[config.mk]
export PLATFORM = sky130hd
export DESIGN_NAME = flash_arbiter
export DESIGN_NICKNAME = d
export VERILOG_FILES = /design/src/rtl/flash_arb_pkg.sv /design/src/rtl/flash_byte_timer.sv /design/src/rtl/flash_arbiter.sv
export SDC_FILE = /design/constraint.sdc
export NUM_CORES = 1
export LEC_CHECK = 0
export ABC_AREA = 1
export BUFFER_PORTS_ARGS = -buffer_cell sky130_fd_sc_hd__buf_4
export CORE_MARGIN = 4
export CORE_UTILIZATION = 47
export CTS_CLUSTER_SIZE = 30
export DETAILED_ROUTE_END_ITERATION = 12
export GPL_ROUTABILITY_DRIVEN = 0
export GPL_TIMING_DRIVEN = 1
export PLACE_DENSITY = 0.78
export SYNTH_ARGS = -nofsm -noshare
export SYNTH_HDL_FRONTEND = slang
export SYNTH_HIERARCHICAL = 1
export SYNTH_SLANG_ARGS = --single-unit
[constraint.sdc]
create_clock -name clk -period 1.73 [get_ports clk]
set_input_delay 0.0865 -clock clk [delete_from_list [all_inputs] [get_ports clk]]
set_output_delay 0.0865 -clock clk [all_outputs]
set_load 0.01 [all_outputs]
[src/rtl/flash_arb_pkg.sv]
// Shared types and constants for the two-requester flash arbiter.
package flash_arb_pkg;

  typedef enum logic [1:0] {IDLE, LOW, HIGH, DONE} arb_state_t;
  typedef enum logic {OWN_AUD, OWN_ART} owner_t;

  localparam logic BYTE_LO = 1'b0;
  localparam logic BYTE_HI = 1'b1;

endpackage

[src/rtl/flash_byte_timer.sv]
// Loadable down-counter that times how long each byte address is held on the flash.
module flash_byte_timer #(
  parameter int WAIT_CYCLES = 4
) (
  input  logic clk,
  input  logic Reset,
  input  logic load,
  input  logic start,
  output logic zero
);

  // A single-cycle wait still needs a 1-bit counter.
  localparam int CW = (WAIT_CYCLES > 1) ? $clog2(WAIT_CYCLES) : 1;
  localparam logic [CW-1:0] LOAD_VAL = CW'(WAIT_CYCLES - 1);

  logic [CW-1:0] count;

  always_ff @(posedge clk) begin
    if (Reset)
      count <= '0;
    else if (load)
      count <= LOAD_VAL;
    else if (start && (count != '0))
      count <= count - CW'(1);
  end

  assign zero = (count == '0);

endmodule

[src/rtl/flash_arbiter.sv]
// Shares the 8-bit flash between audio and cover-art word fetches (audio priority, starvation limit).
// Optional per-requester word counters are enabled by defining FLASH_ARB_STATS_EN.
module flash_arbiter
  import flash_arb_pkg::*;
#(
  parameter int WAIT_CYCLES = 4,
  parameter int STARVE_MAX  = 8
) (
  input  logic        clk,
  input  logic        Reset,
  input  logic        aud_req,
  input  logic [21:0] aud_addr,
  output logic        aud_gnt,
  output logic        aud_valid,
  output logic [15:0] aud_data,
  input  logic        art_req,
  input  logic [21:0] art_addr,
  output logic        art_gnt,
  output logic        art_valid,
  output logic [15:0] art_data,
  output logic [22:0] FL_ADDR,
  input  logic [7:0]  FL_DQ,
  output logic        FL_OE_N,
  output logic        FL_CE_N,
  output logic        FL_WE_N,
  output logic        FL_RST_N,
  output logic        busy
`ifdef FLASH_ARB_STATS_EN
  ,
  output logic [15:0] stat_aud_words,
  output logic [15:0] stat_art_words
`endif
);

  localparam int SW = $clog2(STARVE_MAX + 1);
  localparam logic [SW-1:0] STARVE_LIM = SW'(STARVE_MAX);

  arb_state_t    state, state_nxt;
  owner_t        owner;
  logic [21:0]   cur_addr;
  logic [21:0]   win_addr;
  logic [7:0]    lo_byte;
  logic [SW-1:0] starve_cnt;
  logic          grant_any, pick_art;
  logic          timer_load, timer_start, timer_zero;
  logic          fl_active;

  flash_byte_timer #(.WAIT_CYCLES(WAIT_CYCLES)) u_timer (
    .clk   (clk),
    .Reset (Reset),
    .load  (timer_load),
    .start (timer_start),
    .zero  (timer_zero)
  );

  // Grants are combinational so the requester sees gnt in the same cycle its address is captured.
  always_comb begin
    state_nxt = state;
    grant_any = 1'b0;
    pick_art  = 1'b0;
    aud_gnt   = 1'b0;
    art_gnt   = 1'b0;
    case (state)
      IDLE: begin
        if (!Reset && (aud_req || art_req)) begin
          grant_any = 1'b1;
          pick_art  = art_req && (!aud_req || (starve_cnt == STARVE_LIM));
          aud_gnt   = !pick_art;
          art_gnt   = pick_art;
          state_nxt = LOW;
        end
      end
      LOW:     if (timer_zero) state_nxt = HIGH;
      HIGH:    if (timer_zero) state_nxt = DONE;
      DONE:    state_nxt = IDLE;
      default: state_nxt = IDLE;
    endcase
  end

  assign win_addr    = pick_art ? art_addr : aud_addr;
  assign timer_load  = grant_any || ((state == LOW) && timer_zero);
  assign timer_start = (state == LOW) || (state == HIGH);

  // Data and valid are registered on the last HIGH cycle, so both are present together in DONE.
  always_ff @(posedge clk) begin
    if (Reset) begin
      state      <= IDLE;
      owner      <= OWN_AUD;
      cur_addr   <= '0;
      lo_byte    <= '0;
      FL_ADDR    <= '0;
      aud_data   <= '0;
      art_data   <= '0;
      aud_valid  <= 1'b0;
      art_valid  <= 1'b0;
      starve_cnt <= '0;
    end else begin
      state     <= state_nxt;
      aud_valid <= 1'b0;
      art_valid <= 1'b0;
      if (grant_any) begin
        owner    <= pick_art ? OWN_ART : OWN_AUD;
        cur_addr <= win_addr;
        FL_ADDR  <= {win_addr, BYTE_LO};
      end
      if ((state == LOW) && timer_zero) begin
        lo_byte <= FL_DQ;
        FL_ADDR <= {cur_addr, BYTE_HI};
      end
      if ((state == HIGH) && timer_zero) begin
        if (owner == OWN_AUD) begin
          aud_data  <= {FL_DQ, lo_byte};
          aud_valid <= 1'b1;
        end else begin
          art_data  <= {FL_DQ, lo_byte};
          art_valid <= 1'b1;
        end
      end
      if (!art_req || art_gnt)
        starve_cnt <= '0;
      else if (aud_gnt && (starve_cnt != STARVE_LIM))
        starve_cnt <= starve_cnt + SW'(1);
    end
  end

  assign fl_active = !Reset && ((state == LOW) || (state == HIGH));
  assign FL_CE_N   = !fl_active;
  assign FL_OE_N   = !fl_active;
  assign FL_WE_N   = 1'b1;
  assign FL_RST_N  = !Reset;
  assign busy      = (state != IDLE);

`ifdef FLASH_ARB_STATS_EN
  always_ff @(posedge clk) begin
    if (Reset) begin
      stat_aud_words <= '0;
      stat_art_words <= '0;
    end else begin
      if (aud_valid) stat_aud_words <= stat_aud_words + 16'd1;
      if (art_valid) stat_art_words <= stat_art_words + 16'd1;
    end
  end
`endif

endmodule
==> results.json, run 1 <==
{
  "status": "finished, final reports clean",
  "avgViaCountPerCell": 5.27,
  "p_leak_uw": 0.00290,
  "synthToLayoutAreaGrowth_pct": 34.3,
  "grt_max_degree": 68,
  "clk_latency_ns": 0.35,
  "nets": 803,
  "initial_core_util_pct": 48.6,
  "vdd_ir_drop_max_mv": 0.727,
  "clock_path_buffers": 2,
  "first_iter_violations": 205,
  "antenna_found_initial": 0,
  "dp_slack_ns": -0.0385,
  "synth_area_per_cell_um2": 6.89,
  "synth_edf_count": 0,
  "hold-path-cell-count": 3,
  "hold_viol": 0,
  "cts.htree.levels": 3,
  "synth_top_family_by_area": "simple AND/OR/NAND/NOR gates",
  "powerDensity_mw_per_mm2": 1280,
  "grt-ovfl-total": 0,
  "ys_seq_elements": 96,
  "dp_hpwl_mm": 8.35,
  "core-area_mm2": 0.00881,
  "synthesis.nets": 683,
  "die_w_um": 103,
  "die_h_um": 103,
  "cts.sinks": 96,
  "antenna_cells": 0,
  "critPathRequiredTime_ns": 2.01,
  "tns_ns": 0,
  "worstPathArrival_ns": 1.94,
  "finalMaxSlewViolations": 0,
  "yosys_warnings": 6,
  "cts_tree": "done",
  "port_buffers": 118,
  "seq_area_frac_synth_pct": 44.9,
  "firstDrtPassIters": 4,
  "synth-adder-area-share_pct": 1.75,
  "grt_pass1_wl_mm": 19.3,
  "setup_violations": 0,
  "ys.flop_type": "dfxtp_1",
  "worstSetupStartpointType": "flip-flop",
  "num-fill-cells": 747,
  "synth_compound_area_share_pct": 10.7,
  "path_clk_slew_ns": 0.09,
  "ant_nets": 0,
  "drive_gt1_share_pct": 24.4,
  "io_pins": 120,
  "max_freq_mhz": 601,
  "rsz0062_at_grt": "true",
  "ys_types": 25,
  "synth_top_area_cell": "dfxtp_1",
  "syn_area_mm2": 0.00428,
  "rows": 34,
  "synth_mux_area_share_pct": 0,
  "wire_per_inst_um": 14.7,
  "synthXorXnorAreaFrac_pct": 0.409,
  "synth-simple-area-share_pct": 31.2,
  "worstPathMaxFanout": 11,
  "drc": 0,
  "period_minus_slack_ns": 1.66,
  "placed_cells_incl_taps": 824,
  "grt_pass1_vias": 4331,
  "worst_r2r_path_depth": 10,
  "grt_util_all_layers_pct": 22.5,
  "crit_type": "flip-flop to flip-flop",
  "vias": 4496,
  "wirelength_mm": 12.5,
  "fin_ws_ns": 0.0669,
  "hold_class": "primary input to flip-flop",
  "async_flop_share_pct": 0,
  "synthMostInstantiatedCell": "nand2_1",
  "synth_common_cells": "nand2_1 (151), dfxtp_1 (96), nand3_1 (74)",
  "synth_top_area_share_pct": 44.9,
  "netlist_instances": 621,
  "fin_cells": 853,
  "period_share_pct": 96.1,
  "root_buffer": "clkbuf_8",
  "worst_setup_path_end_kind": "flip-flop",
  "fin_skew_ns": 0.0116,
  "cts_buffers": 9,
  "maxCapViolCount": 0,
  "synth.area.top_cells": "dfxtp_1 (45%), nand2_1 (13%), nand3_1 (8.7%)",
  "die_area_mm2": 0.0107
}
-- worst max-delay path, cell delays in order (launching register included) --
cell and delay [ns]:
dfxtp_2 0.35, inv_4 0.07, ha_4 0.14, inv_2 0.05, nor3_4 0.24, buf_6 0.18
clkbuf_16 0.17, nand4_1 0.13, nand2_1 0.10, nand2_1 0.05, a21oi_1 0.11
-- registers in the layout, summed over array words and instances (netlist names) --
register	count
owner	1
art_data	16
u_timer/count	2
aud_data	16
aud_valid	1
state	2
lo_byte	8
cur_addr	22
art_valid	1
starve_cnt	4
FL_ADDR	23
-- through the flow --
stage	utilization, %	hold WS, ns	power (µW)	area (µm²)
floorplan	-	0.156	4530	4280
global placement	60.5	0.331	5590	5330
detailed placement	60.5	0.338	5720	5330
CTS	63.7	0.00342	7180	5610
global route	65.3	0.00378	7830	5750
finish	65.3	0.0147	7350	5750
-- per-layer routing --
metal | vias up | track usage (%) | part of all wire, %
li1 | 2213 | - | -
met1 | 2073 | 26.5 | 40
met2 | 186 | 38.9 | 49
met3 | 24 | 6.37 | 9.4
met4 | 0 | 8.17 | 1.9
met5 | - | 0 | 0
-- kinds of logic (layout without fill, tap and decap cells) --
kind of cell / count (synthesis) / after routing
xor+xnor: 2 / 2
compound gates: 91 / 91
other cells: 1 / 1
simple gates: 308 / 308
buf+inv: 117 / 241
flops: 96 / 96
fa+ha+maj: 6 / 6
-- placed cells by master, fill, tap and decap left out, types with 2 or more instances in the layout --
cell type,instances
nand2_1,149
buf_4,132
dfxtp_1,92
nand3_1,73
inv_1,68
nor2_1,51
a21oi_1,43
o21ai_0,42
nand4_1,22
clkbuf_8,10
dlygate4sd3_1,7
buf_12,6
ha_1,5
inv_2,4
nand2_2,4
a21oi_2,4
clkinv_2,3
dfxtp_2,3
nor2_2,2
inv_4,2
clkinv_1,2
nor3_1,2
clkbuf_16,2
buf_6,2
-- repair_timing --
item,4_1_cts,5_1_grt
endpoints found under the setup margin,4,33
endpoints found under the hold margin,9,0
pin swaps,2,5
gates cloned,0,3
setup buffers,2,2
resized for setup,4,20
hold buffers,7,0
-- report_power, final --
group | internal, µW | switching (µW) | total (µW) | leakage [µW]
sequential | 2690 | 293 | 2980 | 0.000784
clock | 694 | 743 | 1440 | 0.0000989
combinational | 1290 | 1640 | 2930 | 0.00202
-- area by class of cell --
cell class                 count  area (µm²)  share of cell area [%]
inverter                      76         290                    5.05
sequential                    96        1930                    33.6
clock inverter                 4        45.0                   0.783
tap                          108         135                    2.35
timing repair buffer         150        1270                    22.1
clock buffer                  11         141                    2.46
multi-input combinational    408        1940                    33.7
-- worst paths after layout --
path	startpoint	end	slack, ns
hold reg to reg	art_data[7]	art_data[7]	0.45
hold / removal	FL_DQ[2]	aud_data[10]	0.01
setup reg to reg	state[1]	FL_ADDR[12]	0.07
setup / recovery	state[1]	FL_ADDR[12]	0.07
No activity file was read; power rests on OpenSTA's default activity.
==> run 2, diff against run 1 <==
--- a/config.mk
+++ b/config.mk
@@ -8,12 +8,12 @@
 export ABC_AREA = 1
 export BUFFER_PORTS_ARGS = -buffer_cell sky130_fd_sc_hd__buf_4
 export CORE_MARGIN = 4
-export CORE_UTILIZATION = 47
+export CORE_UTILIZATION = 52
 export CTS_CLUSTER_SIZE = 30
 export DETAILED_ROUTE_END_ITERATION = 12
 export GPL_ROUTABILITY_DRIVEN = 0
 export GPL_TIMING_DRIVEN = 1
-export PLACE_DENSITY = 0.78
+export PLACE_DENSITY = 0.82
 export SYNTH_ARGS = -nofsm -noshare
 export SYNTH_HDL_FRONTEND = slang
 export SYNTH_HIERARCHICAL = 1
==> constraint.sdc (replaced) <==
create_clock -name clk -period 1.7 [get_ports clk]
set_input_delay 0.085 -clock clk [delete_from_list [all_inputs] [get_ports clk]]
set_output_delay 0.085 -clock clk [all_outputs]
set_load 0.01 [all_outputs]
==> run 2 against run 1 <==
Sequential share of layout area increased by 0.066 points; register-to-register slack got worse by 0.04 ns; cell area decreased by 0.33%; largest cell class unchanged; flip-flop and latch count unchanged; global-route usage increased by 1.1 points; hold slack improved by 0.066 ns; power increased by 0.77%; the run now ends with setup timing left.
==> results.json, run 2 (same netlist as run 1, synthesis figures left out) <==
{
  "status": "complete, but fails checks",
  "violations": "setup timing",
  "initial_core_util_pct": 54.5,
  "rr_startpoint": "state[0]",
  "ant_nets": 0,
  "reg2reg_slack_ns": 0.03,
  "placed_cells_incl_taps": 819,
  "grtUsageMet1_pct": 28.1,
  "mostFrequentLayoutCell": "nand2_1",
  "port_buffers": 118,
  "vias": 4456,
  "grt-ovfl-total": 0,
  "cpMaxStageDelayCell": "dfxtp_2",
  "die_area_mm2": 0.00975,
  "finalMaxSlewViolations": 0,
  "utilization_pct": 73.0,
  "seqCellArea_mm2": 0.00193,
  "multi_input_area_mm2": 0.00194,
  "root_buffer": "clkbuf_8",
  "fin_cells": 852,
  "antenna_found_initial": 0,
  "worst_path_largest_cell_delay_ns": 0.35,
  "io_pins": 120,
  "worstPathMaxFanout": 8,
  "use_met3_pct": 7.01,
  "maxCapViolCount": 0,
  "final_cell_mix": "nand2_1 (148), buf_4 (136), dfxtp_1 (92)",
  "fin_skew_ns": 0.0143,
  "wirelength_mm": 11.9,
  "nets": 807,
  "wire_per_inst_um": 14.0,
  "hold_viol": 0,
  "die_w_um": 98.7,
  "cts.sinks": 96,
  "worstSetupStartpointType": "flip-flop",
  "p_leak_uw": 0.00290,
  "startpoint": "state[0]",
  "grt_max_degree": 60,
  "antenna_cells": 0,
  "powerDensity_mw_per_mm2": 1290,
  "fin_ws_ns": -0.0623,
  "largest_register_ffs": 23,
  "period_share_pct": 104,
  "path_clk_slew_ns": 0.11,
  "firstDrtPassIters": 5,
  "tns_ns": -0.0992,
  "cp_num_buf_inv": 4,
  "drive_gt1_share_pct": 24.8,
  "avgViaCountPerCell": 5.23,
  "reg.largest.list": "FL_ADDR x23, cur_addr x22",
  "num-fill-cells": 625,
  "dp_slack_ns": -0.0590,
  "use_met2_pct": 42.0,
  "cts_tree": "done",
  "synthToLayoutAreaGrowth_pct": 33.9,
  "rows": 32,
  "rsz0062_at_grt": "true",
  "crit_chain": "inv_2 -> ha_4 -> inv_4 -> nor3_4 -> inv_4 -> nor2_4 -> buf_6",
  "final_area_mm2": 0.00573,
  "cts_buffers": 9,
  "cp_top_family": "simple AND/OR/NAND/NOR gates",
  "grt_util_all_layers_pct": 23.6,
  "drc": 0,
  "max_freq_mhz": 567,
  "first_iter_violations": 258,
  "cts.htree.levels": 3,
  "critPathMostFrequentCell": "inv_4",
  "worst_setup_path_end_kind": "primary output",
  "vdd_ir_drop_max_mv": 0.737,
  "hold_class": "primary input to flip-flop",
  "regMostFlops": "FL_ADDR",
  "dp_hpwl_mm": 8.09,
  "top_usage_layer": "met2",
  "clk_latency_ns": 0.36,
  "hp-start": "aud_addr[15]",
  "worstPathArrival_ns": 1.68,
  "critPathRequiredTime_ns": 1.62,
  "grt_pass1_vias": 4182,
  "postPlaceCellArea_mm2": 0.00531,
  "period_minus_slack_ns": 1.76,
  "die_h_um": 98.7,
  "clock_path_buffers": 2,
  "crit_type": "flip-flop to primary output",
  "core-area_mm2": 0.00785,
  "setup_violations": 2,
  "grt_pass1_wl_mm": 19.2
}
## run 2: final cells by class
| class | count | share of cell area, % |
|---|---|---|
| inverters | 76 | 5.07 |
| repair buffers | 154 | 21.9 |
| multi-input cells | 408 | 33.9 |
| clock inverters | 7 | 1.11 |
| flip-flops and latches | 96 | 33.6 |
| clock buffers | 9 | 2.16 |
| well taps | 102 | 2.23 |
## run 2: layer usage
layer	share of wire, %	wire length (µm)	vias up
li1	-	-	2220
met1	41	4880	2045
met2	49	5880	177
met3	8.2	976	14
met4	1.2	148	0
met5	0	0	-
## run 2: metrics by stage
stage | total power [µW] | hold slack (ns)
after floorplan | 4620 | 0.154
after global placement | 5650 | 0.331
after detailed placement | 5760 | 0.332
after CTS | 7220 | 0.0704
after global routing | 7890 | 0.0984
final | 7410 | 0.0809
## run 2: worst min-delay path, cell delays in order
cell and delay (ns):
buf_4 0.08, nand3_1 0.08, nand3_1 0.09, nand2_1 0.05, inv_1 0.04
## run 2: power by group
group | switching (µW) | internal [µW]
registers | 295 | 2740
logic | 1650 | 1290
clock network | 871 | 566
total | 2810 | 4590
## run 2: path summary, 6_finish.rpt
path / endpoint / depth (start not counted)
max: art_gnt / 7
min: cur_addr[15] / 5
max reg2reg: FL_ADDR[8] / 9
min reg2reg: art_data[1] / 2
## run 2: what timing repair did
item                                   CTS  global route
setup endpoints to repair               44            49
pin swaps                                2             2
buffers inserted                         3             9
hold buffers                             8             0
endpoints found under the hold margin   12             0
gates resized for setup                  8            20
==> run 3, diff against run 2 <==
--- a/config.mk
+++ b/config.mk
@@ -5,7 +5,6 @@
 export SDC_FILE = /design/constraint.sdc
 export NUM_CORES = 1
 export LEC_CHECK = 0
-export ABC_AREA = 1
 export BUFFER_PORTS_ARGS = -buffer_cell sky130_fd_sc_hd__buf_4
 export CORE_MARGIN = 4
 export CORE_UTILIZATION = 52
==> constraint.sdc (replaced) <==
create_clock -name clk -period 1.7 [get_ports clk]
set_input_delay 0.085 -clock clk [delete_from_list [all_inputs] [get_ports clk]]
set_output_delay 0.085 -clock clk [all_outputs]
set_load 0.05 [all_outputs]
==> run 3 against run 2 <==
Sequential share of layout area is 3.1 points lower; largest power group is now combinational logic; non-clock buffer count up 53; critical path type unchanged; the run still ends with setup timing left; wire length up 30%.
==> results.json, run 3 <==
{
  "grt_pass1_wl_mm": 24.0,
  "yosys_warnings": 6,
  "max_freq_mhz": 569,
  "regMostFlops": "FL_ADDR",
  "critPathRequiredTime_ns": 1.62,
  "synthMostInstantiatedCell": "nand2_1",
  "crit_type": "flip-flop to primary output",
  "largest_register_ffs": 23,
  "ys.flop_type": "dfxtp_1",
  "synthToLayoutAreaGrowth_pct": 49.1,
  "utilization_pct": 80.9,
  "cts_buffers": 9,
  "cts.htree.levels": 3,
  "hold_viol": 0,
  "wirelength_mm": 15.5,
  "netlist_instances": 529,
  "synth_area_per_cell_um2": 8.01,
  "fin_ws_ns": -0.0577,
  "finalMaxSlewViolations": 0,
  "violations": "setup timing",
  "nets": 767,
  "vias": 4909,
  "io_pins": 120,
  "port_buffers": 118,
  "drive_gt1_share_pct": 28.7,
  "synth_top_area_share_pct": 45.4,
  "powerDensity_mw_per_mm2": 1470,
  "root_buffer": "clkbuf_8",
  "die_w_um": 98.3,
  "tightest_slew_ns": 0.690,
  "mostFrequentLayoutCell": "buf_4",
  "clock_path_buffers": 2,
  "synth_top_area_cell": "dfxtp_1",
  "reg.largest.list": "FL_ADDR x23, cur_addr x22",
  "ant_nets": 0,
  "rsz0062_at_grt": "true",
  "die_h_um": 98.3,
  "cpMaxStageDelayCell": "dfxtp_2",
  "first_iter_violations": 399,
  "cts_tree": "done",
  "grt-ovfl-total": 0,
  "status": "complete, but fails checks",
  "synth.area.top_cells": "dfxtp_1 (45%), nand2_1 (12%), a21oi_1 (7.9%)",
  "synthesis.nets": 591,
  "clk_latency_ns": 0.39,
  "grt_pass1_vias": 4971,
  "synth_edf_count": 0,
  "worst_setup_path_end_kind": "primary output",
  "wire_per_inst_um": 19.1,
  "worstPathMaxFanout": 3,
  "dp_hpwl_mm": 8.45,
  "fin_skew_ns": 0.0173,
  "drc": 0,
  "grt_max_degree": 46,
  "core-area_mm2": 0.00781,
  "worst_path_largest_cell_delay_ns": 0.34,
  "rows": 32,
  "antenna_cells": 0,
  "worstPathArrival_ns": 1.67,
  "die_area_mm2": 0.00965,
  "p_leak_uw": 0.00265,
  "async_flop_share_pct": 0,
  "worstSetupStartpointType": "flip-flop",
  "placed_cells_incl_taps": 728,
  "avgViaCountPerCell": 6.05,
  "final_cell_mix": "buf_4 (146), nand2_1 (133), dfxtp_1 (92)",
  "period_share_pct": 103,
  "initial_core_util_pct": 54.2,
  "fin_cells": 812,
  "syn_area_mm2": 0.00424,
  "hold_class": "primary input to flip-flop",
  "setup_violations": 5,
  "crit_chain": "inv_2 -> ha_4 -> buf_12 -> nand3b_1 -> a21oi_2 -> buf_12 -> buf_12",
  "maxCapViolCount": 0,
  "cts.sinks": 96,
  "seq_area_frac_synth_pct": 45.4,
  "grt_util_all_layers_pct": 30.5,
  "synth_common_cells": "nand2_1 (133), dfxtp_1 (96), a21oi_1 (67)",
  "ys_types": 37,
  "slew_headroom_pct": 54.0,
  "path_clk_slew_ns": 0.11,
  "firstDrtPassIters": 6,
  "critPathMostFrequentCell": "buf_12",
  "period_minus_slack_ns": 1.76,
  "antenna_found_initial": 0,
  "vdd_ir_drop_max_mv": 0.900,
  "ys_seq_elements": 96
}
[run 3: cell types whose count changed after synthesis, sizes merged, moves of 20 or more]
| cell | delta |
|---|---|
| a221oi | +22 |
| nand3 | -69 |
| a21oi | +21 |
| inv | -66 |
| and2 | +24 |
| nor2 | -45 |
| nand2 | -20 |
| nand4 | -22 |
| a22oi | +22 |
| a21boi | +22 |
[run 3: report_power, final]
part	switching, µW	internal, µW
Sequential	334	2730
Combinational	2870	1830
Clock	957	590
[run 3: cell families (layout without fill, tap and decap cells)]
| group | after synthesis | count (layout) | synth area share, % |
|---|---|---|---|
| adders and majority gates | 6 | 6 | 1.77 |
| AOI/OAI and AO/OA | 186 | 186 | 27.0 |
| and+or+nand+nor | 188 | 188 | 20.0 |
| DFF | 96 | 96 | 45.4 |
| other | 1 | 1 | 0.0885 |
| muxes | 1 | 1 | 0.236 |
| buffers and inverters | 51 | 232 | 5.49 |
[run 3: layer usage]
layer | wire length (µm) | GRT usage (%)
met5 | 0 | 0
met4 | 497 | 16.4
met1 | 5700 | 36.1
met2 | 7670 | 51.3
met3 | 1630 | 6.86
[run 3: repair_timing]
item,CTS,global route
setup endpoints to repair,19,65
pin swaps,3,6
setup buffers,9,5
hold buffers,53,0
gates cloned,3,0
resized for setup,20,30
endpoints found under the hold margin,47,0
[run 3: worst paths after layout]
check / end / cells past startpoint / slack (ns) / from
max: art_gnt / 7 / -0.06 / state[1]
min: starve_cnt[0] / 3 / 0.06 / art_req
max reg2reg: FL_ADDR[14] / 7 / -0.05 / state[1]
min reg2reg: cur_addr[20] / 2 / 0.44 / cur_addr[20]
[run 3: final cells by class]
type                       instances  area (µm²)
multi-input combinational        382        2210
sequential                        96        1930
timing repair buffer             207        1800
fill                             439        1490
tap                              102         128
clock buffer                       9         124
clock inverter                     7        81.3
inverter                           9        40.0
[run 3: per-stage QoR]
step / setup TNS [ns] / total power (µW) / hold slack [ns] / area, µm² / setup slack, ns
floorplan: 0 / 5610 / 0.158 / 4240 / 0.0801
global placement: 0 / 6690 / 0.316 / 5250 / 0.0757
detailed placement: -0.117 / 6790 / 0.323 / 5250 / -0.0583
CTS: 0 / 8860 / 0.0600 / 6220 / 0.00785
global route: -0.859 / 9630 / 0.0891 / 6310 / -0.0961
finish: -0.161 / 9310 / 0.0594 / 6310 / -0.0577
[run 3: worst max-delay path: cells and delay by family (launching register included)]
family	cells	cell delay, ns
simple gates	1	0.11
compound gates	1	0.20
flops	1	0.34
fa+ha+maj	1	0.17
buf+inv	4	0.47
